==> config.mk <==
export PLATFORM = sky130hd
export DESIGN_NAME = bitty_fetch_unit_flat
export DESIGN_NICKNAME = d
export VERILOG_FILES = /design/src/rtl/bitty_fetch_unit_if.sv /design/src/rtl/bitty_fetch_unit.sv /design/src/flat_wrapper.sv
export SDC_FILE = /design/constraint.sdc
export NUM_CORES = 1
export LEC_CHECK = 0
export CAP_MARGIN = 5
export CORE_MARGIN = 2
export CORE_UTILIZATION = 40
export CTS_BUF_LIST = sky130_fd_sc_hd__clkbuf_8
export CTS_CLUSTER_SIZE = 24
export DETAILED_ROUTE_END_ITERATION = 12
export GPL_TIMING_DRIVEN = 0
export PLACE_DENSITY = 0.75
export SLEW_MARGIN = 10
export SYNTH_ARGS = -nofsm -noshare
export SYNTH_HDL_FRONTEND = slang
export SYNTH_SLANG_ARGS = --single-unit
==> constraint.sdc <==
create_clock -name clk -period 4.53 [get_ports clk]
set_clock_uncertainty 0.05 [all_clocks]
set_input_delay 1.1325 -clock clk [delete_from_list [all_inputs] [get_ports clk]]
set_output_delay 1.1325 -clock clk [all_outputs]
set_load 0.005 [all_outputs]
==> src/rtl/bitty_fetch_unit_if.sv <==
// Instruction-memory bus and bitty_core handshake for bitty_fetch_unit.
//   mem_addr/mem_rd    : fetch request (data returns the following cycle)
//   mem_data           : instruction word from memory
//   core_instruction   : registered instruction presented to the core
//   core_run/core_done : one-cycle run pulse out, completion pulse back
interface bitty_fetch_unit_if #(
  parameter int unsigned ADDR_W = 8
);
  logic [ADDR_W-1:0] mem_addr;
  logic              mem_rd;
  logic [15:0]       mem_data;
  logic [15:0]       core_instruction;
  logic              core_run;
  logic              core_done;

  modport master (
    output mem_addr,
    output mem_rd,
    output core_instruction,
    output core_run,
    input  mem_data,
    input  core_done
  );

  modport slave (
    input  mem_addr,
    input  mem_rd,
    input  core_instruction,
    input  core_run,
    output mem_data,
    output core_done
  );
endinterface

==> src/rtl/bitty_fetch_unit.sv <==
// Fetch/issue sequencer for bitty_core: reads one instruction per step,
// issues it with a run pulse, waits for completion under a watchdog.
//   clk, rst (sync, active-high)
//   start/start_addr : launch from IDLE or ERR
//   halt_req         : stop after the instruction in flight
//   bus (master)     : memory fetch and core handshake
//   busy, pc, instr_count, timeout_err : status
module bitty_fetch_unit #(
  parameter int unsigned ADDR_W  = 8,
  parameter int unsigned TIMEOUT = 16
) (
  input  logic                  clk,
  input  logic                  rst,
  input  logic                  start,
  input  logic [ADDR_W-1:0]     start_addr,
  input  logic                  halt_req,
  bitty_fetch_unit_if.master    bus,
  output logic                  busy,
  output logic [ADDR_W-1:0]     pc,
  output logic [15:0]           instr_count,
  output logic                  timeout_err
);

  typedef enum logic [2:0] {
    IDLE,
    FETCH,
    WAIT_MEM,
    ISSUE,
    EXEC,
    ERR
  } state_e;

  localparam logic [7:0] WD_LAST = 8'(TIMEOUT - 1);

  state_e            state_q, state_d;
  logic [ADDR_W-1:0] pc_q, pc_d;
  logic [15:0]       instr_q, instr_d;
  logic [15:0]       count_q, count_d;
  logic              err_q, err_d;
  logic              halt_q, halt_d;
  logic [7:0]        wd_q, wd_d;

  always_comb begin
    state_d = state_q;
    pc_d    = pc_q;
    instr_d = instr_q;
    count_d = count_q;
    err_d   = err_q;
    halt_d  = halt_q;
    wd_d    = wd_q;

    case (state_q)
      IDLE: begin
        if (start) begin
          state_d = FETCH;
          pc_d    = start_addr;
          count_d = '0;
          halt_d  = 1'b0;
        end
      end

      FETCH: begin
        state_d = WAIT_MEM;
        if (halt_req) halt_d = 1'b1;
      end

      WAIT_MEM: begin
        instr_d = bus.mem_data;
        state_d = ISSUE;
        if (halt_req) halt_d = 1'b1;
      end

      ISSUE: begin
        wd_d    = '0;
        state_d = EXEC;
        if (halt_req) halt_d = 1'b1;
      end

      EXEC: begin
        if (halt_req) halt_d = 1'b1;
        // Completion is checked first so a done on the last watchdog cycle retires normally.
        if (bus.core_done) begin
          pc_d    = pc_q + ADDR_W'(1);
          count_d = (count_q == '1) ? count_q : count_q + 16'd1;
          if (halt_q || halt_req) begin
            state_d = IDLE;
            halt_d  = 1'b0;
          end else begin
            state_d = FETCH;
          end
        end else if (wd_q == WD_LAST) begin
          state_d = ERR;
          err_d   = 1'b1;
        end else begin
          wd_d = wd_q + 8'd1;
        end
      end

      ERR: begin
        if (start) begin
          state_d = FETCH;
          err_d   = 1'b0;
          pc_d    = start_addr;
          count_d = '0;
          halt_d  = 1'b0;
        end
      end

      default: state_d = IDLE;
    endcase
  end

  always_ff @(posedge clk) begin
    if (rst) begin
      state_q <= IDLE;
      pc_q    <= '0;
      instr_q <= '0;
      count_q <= '0;
      err_q   <= 1'b0;
      halt_q  <= 1'b0;
      wd_q    <= '0;
    end else begin
      state_q <= state_d;
      pc_q    <= pc_d;
      instr_q <= instr_d;
      count_q <= count_d;
      err_q   <= err_d;
      halt_q  <= halt_d;
      wd_q    <= wd_d;
    end
  end

  assign bus.mem_rd           = (state_q == FETCH);
  assign bus.core_run         = (state_q == ISSUE);
  assign bus.mem_addr         = pc_q;
  assign bus.core_instruction = instr_q;
  assign busy                 = (state_q != IDLE) && (state_q != ERR);
  assign pc                   = pc_q;
  assign instr_count          = count_q;
  assign timeout_err          = err_q;

endmodule
==> src/flat_wrapper.sv <==
// flat-port wrapper written by rule: the top's interface ports become plain ports
module bitty_fetch_unit_flat 
#(
  parameter int unsigned ADDR_W  = 8,
  parameter int unsigned TIMEOUT = 16
)
  (clk, rst, start, start_addr, halt_req, busy, pc, instr_count, timeout_err, bus_mem_addr, bus_mem_rd, bus_core_instruction, bus_core_run, bus_mem_data, bus_core_done);
  bitty_fetch_unit_if #(.ADDR_W(ADDR_W)) bus_i ();
  input  logic clk;
  input  logic rst;
  input  logic start;
  input  logic [ADDR_W-1:0] start_addr;
  input  logic halt_req;
  output logic busy;
  output logic [ADDR_W-1:0] pc;
  output logic [15:0] instr_count;
  output logic timeout_err;
  output wire logic [$bits(bus_i.mem_addr)-1:0] bus_mem_addr;
  output wire logic [$bits(bus_i.mem_rd)-1:0] bus_mem_rd;
  output wire logic [$bits(bus_i.core_instruction)-1:0] bus_core_instruction;
  output wire logic [$bits(bus_i.core_run)-1:0] bus_core_run;
  input wire logic [$bits(bus_i.mem_data)-1:0] bus_mem_data;
  input wire logic [$bits(bus_i.core_done)-1:0] bus_core_done;
  assign bus_mem_addr = bus_i.mem_addr;
  assign bus_mem_rd = bus_i.mem_rd;
  assign bus_core_instruction = bus_i.core_instruction;
  assign bus_core_run = bus_i.core_run;
  assign bus_i.mem_data = bus_mem_data;
  assign bus_i.core_done = bus_core_done;
  bitty_fetch_unit #(.ADDR_W(ADDR_W), .TIMEOUT(TIMEOUT)) u_core (.clk(clk), .rst(rst), .start(start), .start_addr(start_addr), .halt_req(halt_req), .bus(bus_i), .busy(busy), .pc(pc), .instr_count(instr_count), .timeout_err(timeout_err));
endmodule
==> impl_results.md, run 1 <==
* Ports at between 80 and 90
* Vias at between 2000 and 3000
* DRT Pass-1 Iters at 4
* Grt ovf at 0
* Maximum vdd drop at roughly 0.19 mV
* # Max-Cap Violations at 0
* # clock sinks at between 50 and 60
* DRC Markers at 0
* Hold Crit Start: u_core.bus.core_instruction[7]
* Final-stage net count at around 450
* Fmax at between 300 and 400 MHz
* CTS tree: done
* Synth top area cells: dfxtp_1 (39%), nand2_1 (8.2%), a21oi_1 (6.1%)
* Avg Cell Area, Syn at 8.13 um^2
* Clock Pin Slew Worst Setup and Hold Paths at 0.10 ns
* Post-Synthesis Net Count at approximately 360
* Relative slew slack at between 60 and 70%
* Final-report hold violation count at 0
* Pleak at roughly 1.3 nW
* Post-CTS Setup Bufs at 0
* Crit-path max FO at 10
* DPL Wire Length at 5180 um
* Final min period at around 3.2 ns
* H-tree depth at 2
* Distinct cell type count after synthesis at between 50 and 60
* Asr flop ratio synth at 0%
* Synth Warn # at 0
* Tightest Pin Transition at slightly above 0.5 ns
* Commonest non-fill, non-tap cell in the layout: clkdlybuf4s50_1
* Setup crit start kind: flop
* Clock Path Buffers at 2
* Dominant cell type by area after synthesis: dfxtp_1
* Data arrival, critical path at 2.06 ns
* Fillers at ~600
* Number of synthesized register bits at 53
* PD cells at around 280 mW/mm^2
* Cell count after synthesis at roughly 330
* Initial DRC count at approximately 120
* All-Layer GR Usage at between 10% and 20%
* Max Slew Vio Count at 0
* DR vias/cell at about 5.4
* Final WL at ~7000 um
* Starting Density at 42.0%
* Synthesized area at approximately 0.0027 mm^2
* Cell Count, Final, Fillers Out at 497
* Post-synth top area share at approximately 39%
* Share of cells above drive strength 1 at under 10%
* Setup TNS at 0 ns
* Pin count of the biggest net entering global routing at 16
* Area of the multi-input gates at roughly 0.0015 mm^2
* Skew-Pair Late Insertion Delay at 0.31 ns
* Buffers on Ports at 80
* GPL Wtd Cong at around 0.85
* Data required time of the worst path at 3.35 ns
* Post-synth EDFFs at 0
* Site row count at 29
* DR WL/cell at roughly 14 um
* Placed insts at between 400 and 500
* Hold bufs inserted after CTS at 0
* ANT nets after route at 0
* Most frequent cells in the layout: clkdlybuf4s50_1 (80), nand2_1 (59), dfxtp_1 (53)
* Hold WC Path Type: reg -> reg
* Worst Setup End Kind: output pin
* R2r worst-path depth at 6
* Die Y-Extent at 86.1 um
* Clk root buf: clkbuf_8
* CTS resizes at 0
* Reg area at ~0.0011 mm^2
* First-pass GRT wire length at approximately 12000 um
* Hold path depth at 2
* Hold-critical path endpoint: u_core.bus.core_instruction[7]
* R2r setup slk at 2.47 ns
* Tcrit/Tclk final at 71.6%
* R2R Path Start: u_core.instr_count[1]
* Status: finished clean
* RSZ-0062 raised after global routing: no
* Area of the core at ~0.0064 mm^2
* Num CTS Buffers at 5
* Die Width at ~86 um
* Area grow syn2layout at 37.6%
* CP Class: reg -> out
* Crit Reg-Reg Endpoint: u_core.instr_count[2]
* Final setup viols at 0
* N_diodes at 0
* Vias in the first global route at about 2500
* Top FF cell, synth: dfxtp_1
* Die area at 0.00742 mm^2
* Initial antenna violation count at 0
* Seq/Total Area, Yosys at approximately 39%
## metrics by stage
step	hold WS [ns]	instance area, um^2	worst slack [ns]	utilization [%]	total power, mW
floorplan	0.403	2700	2.21	-	0.623
global placement	0.390	3590	1.38	56.0	0.723
detailed placement	0.398	3590	1.38	56.0	0.728
CTS	0.411	3710	1.28	57.8	1.06
global route	0.430	3710	1.17	57.8	1.10
finish	0.408	3710	1.29	57.8	1.05
## synthesized netlist by cell type (2+ instances only)
cell / count
xor2_1: 3
buf_2: 7
nand2_1: 59
nand4_1: 6
dfxtp_1: 53
xnor2_1: 6
nor2_2: 2
a211oi_1: 4
nor3_2: 2
a21oi_1: 33
o221ai_1: 2
nor2b_1: 4
and2_1: 5
nor2_1: 24
nor3_1: 11
nor4_1: 3
o21ai_0: 16
or2_2: 2
o211ai_1: 2
nand3_1: 11
ha_1: 3
nor4b_4: 2
mux2i_1: 2
buf_4: 8
a41oi_1: 2
a311oi_1: 2
clkbuf_1: 9
inv_1: 8
a32o_1: 7
and3_1: 5
nand2b_1: 2
nor3b_1: 4
a31oi_1: 2
## flip-flops by register name (all words and copies together) (netlist names)
name and cells:
u_core.bus.core_instruction 16, u_core.bus.mem_addr 8, u_core.halt_q 1, u_core.instr_count 16, u_core.state_q 3, u_core.timeout_err 1
u_core.wd_q 8
## cell type report
| cell class | count | area share [%] |
|---|---|---|
| Multi-Input combinational cell | 245 | 39.4 |
| Clock buffer | 6 | 2.23 |
| Clock inverter | 2 | 0.910 |
| Sequential cell | 53 | 28.6 |
| Timing Repair Buffer | 80 | 21.6 |
| Tap cell | 77 | 2.60 |
| Buffer | 26 | 3.91 |
| Inverter | 8 | 0.809 |
## worst max-delay path by stage
stage / startpoint / to
after floorplan: start / u_core.instr_count[3]
after global placement: bus_core_done / u_core.instr_count[5]
after detailed placement: bus_core_done / u_core.instr_count[5]
after CTS: u_core.state_q[0] / busy
after global routing: u_core.state_q[2] / bus_core_run
final: u_core.state_q[0] / busy
## cell families after synthesis
family / share of synthesized area, %
compound gates: 21.5
buf+inv: 6.49
xor+xnor: 2.92
mux: 1.30
fa+ha+maj: 1.39
flops: 39.3
simple gates: 27.1
## metal layers
layer	wire length [um]	vias to the layer above	GRT usage [%]	share of wire, %
li1	-	1346	-	-
met1	3050	1229	24.2	44
met2	3430	79	32.6	49
met3	419	6	4.62	6.0
met4	56	0	5.48	0.81
met5	0	-	0	0
## report_power, final
part           internal, mW  switching [mW]  leakage (nW)
Clock                 0.178           0.155        0.0626
Combinational         0.112           0.103         0.807
Sequential            0.484          0.0182         0.430
## critical path, cell delays in order, from the launching register on
cell and delay [ns]:
dfxtp_1 0.32, buf_6 0.13, xor2_1 0.15, nor2_2 0.33, inv_1 0.15, buf_2 0.22
clkdlybuf4s50_1 0.46
(Power assumes the default switching activity.)
==> run 2: changes to the inputs <==
clock period = 3 ns   (was 4.53 ns; I/O delays follow)
==> results of run 2 <==
The final DEF is identical to that of run 1. Status: finished clean.
Main changes from that run: setup slack after placement 1.38 ns -> 0.228 ns; setup slack after layout 1.29 ns -> 0.139 ns; register-to-register setup slack 2.47 ns -> 0.94 ns; total power 1.05 mW -> 1.58 mW; worst IR drop on VDD 0.188 mV -> 0.284 mV
==> run 3: changes to the inputs <==
CORE_UTILIZATION = 49   (was 40)
PLACE_DENSITY = 0.88   (was 0.75)
==> run 3 against run 2 <==
Clock-buffer cell count stayed put. Clock power about the same. Critical endpoint unchanged. Fmax up 1.9%. Utilization is 11 points higher. Register-to-register slack is essentially flat. Largest power group unchanged. Combinational power hardly changed. Cell count fell by 1.0%.
==> impl_results.md, run 3 (synthesized netlist as in run 1, its figures left out) <==
* Status: finished clean
* CTS tree: done
* Commonest non-fill, non-tap cell in the layout: clkdlybuf4s50_1
* DPL Wire Length at 5060 um
* Die Width at just under 80 um
* Final min period at 2.81 ns
* Final WL at a little under 7000 um
* Area of the core at between 0.005 and 0.006 mm^2
* Worst Setup End Kind: output pin
* Crit-path max FO at 10
* Final-report hold violation count at 0
* Share of cells above drive strength 1 at under 10%
* Clock Pin Slew Worst Setup and Hold Paths at ~0.090 ns
* Most frequent cells in the layout: clkdlybuf4s50_1 (80), nand2_1 (59), dfxtp_1 (53)
* Site row count at 27
* # Max-Cap Violations at 0
* Vias at about 2700
* Max Slew Vio Count at 0
* Worst slack at placement at roughly 0.25 ns
* ANT nets after route at 0
* Tightest Pin Transition at 0.537 ns
* Data required time of the worst path at around 2.2 ns
* PD cells at around 430 mW/mm^2
* Clk root buf: clkbuf_8
* Ports at ~80
* DR vias/cell at approximately 5.5
* First-pass GRT wire length at around 11000 um
* Final core occ at between 60 and 70%
* Setup crit start kind: flop
* Die area at 0.00611 mm^2
* All-Layer GR Usage at 22.9%
* Fmax at about 360 MHz
* Hold WC Path Type: reg -> reg
* Tcrit/Tclk final at 93.6%
* Final setup viols at 0
* # clock sinks at 53
* Setup TNS at 0 ns
* Die Y-Extent at around 78 um
* Final instance area at approximately 0.0037 mm^2
* H-tree depth at 2
* Grt ovf at 0
* Vias in the first global route at about 2500
* N_diodes at 0
* Maximum vdd drop at 0.246 mV
* Placed inst area at ~0.0036 mm^2
* RSZ-0062 raised after global routing: no
* DRC Markers at 0
* Starting Density at between 40% and 50%
* Final-stage net count at roughly 450
* Area grow syn2layout at 37.8%
* DRT Pass-1 Iters at 4
* Num CTS Buffers at 5
* Final WS setup at roughly 0.19 ns
* Skew-Pair Late Insertion Delay at roughly 0.31 ns
* CP Class: reg -> out
* Pleak at about 1.3 nW
* Clock Path Buffers at 2
* GPL Wtd Cong at ~0.85
* Relative slew slack at between 60% and 70%
* Initial DRC count at 152
* Buffers on Ports at 80
* Pin count of the biggest net entering global routing at 16
* DR WL/cell at roughly 14 um
* Data arrival, critical path at around 2 ns
* Hold path depth at 2
* R2r worst-path depth at 5
* Initial antenna violation count at 0
## run 3: path summary, 6_finish.rpt
kind | from | end | slack (ns)
hold reg to reg | u_core.bus.core_instruction[4] | u_core.bus.core_instruction[4] | 0.41
hold / removal | u_core.bus.core_instruction[4] | u_core.bus.core_instruction[4] | 0.41
setup reg to reg | u_core.state_q[2] | u_core.instr_count[4] | 0.94
setup / recovery | u_core.state_q[0] | busy | 0.19
## run 3: final cells by class
| class | instances | area, um^2 |
|---|---|---|
| Inverter | 8 | 30.0 |
| Clock inverter | 2 | 33.8 |
| Buffer | 26 | 146 |
| Fill cell | 455 | 1690 |
| Clock buffer | 6 | 82.6 |
| Multi-Input combinational cell | 245 | 1470 |
| Sequential cell | 53 | 1060 |
| Timing Repair Buffer | 80 | 801 |
| Tap cell | 72 | 90.1 |
## run 3: metrics by stage
stage | hold slack [ns] | power [mW] | cells
3_5_place_dp | 0.399 | 1.10 | 484
6_report | 0.411 | 1.59 | 492
3_3_place_gp | 0.391 | 1.09 | 484
2_1_floorplan | 0.403 | 0.940 | 332
4_1_cts | 0.412 | 1.59 | 492
5_1_grt | 0.437 | 1.65 | 492
## run 3: routing by layer
| layer | wire, um | share of wire (%) | GRT usage (%) |
|---|---|---|---|
| met5 | 0 | 0 | 0 |
| met4 | 114 | 1.7 | 7.72 |
| met3 | 388 | 5.7 | 4.48 |
| met2 | 3460 | 50 | 39.3 |
| met1 | 2890 | 42 | 28.9 |
## run 3: what timing repair did
action                                 in CTS  in global routing
buffers inserted                            0                  0
hold buffers                                0                  0
gates resized for setup                     0                  4
endpoints found under the hold margin       0                  0
setup endpoints to repair                   0                  2
## run 3: critical path: stages, from the launching register on
cell,delay [ns]
dfxtp_1,0.35
buf_6,0.14
xor2_2,0.20
nor2_4,0.10
inv_1,0.14
buf_2,0.24
clkdlybuf4s50_1,0.54
## run 3: report_power, final
part	internal, mW	leakage (nW)	switching (mW)	total [mW]
registers	0.730	0.430	0.0284	0.758
clock network	0.269	0.0626	0.231	0.500
logic	0.171	0.811	0.157	0.328
total	1.17	1.30	0.417	1.59
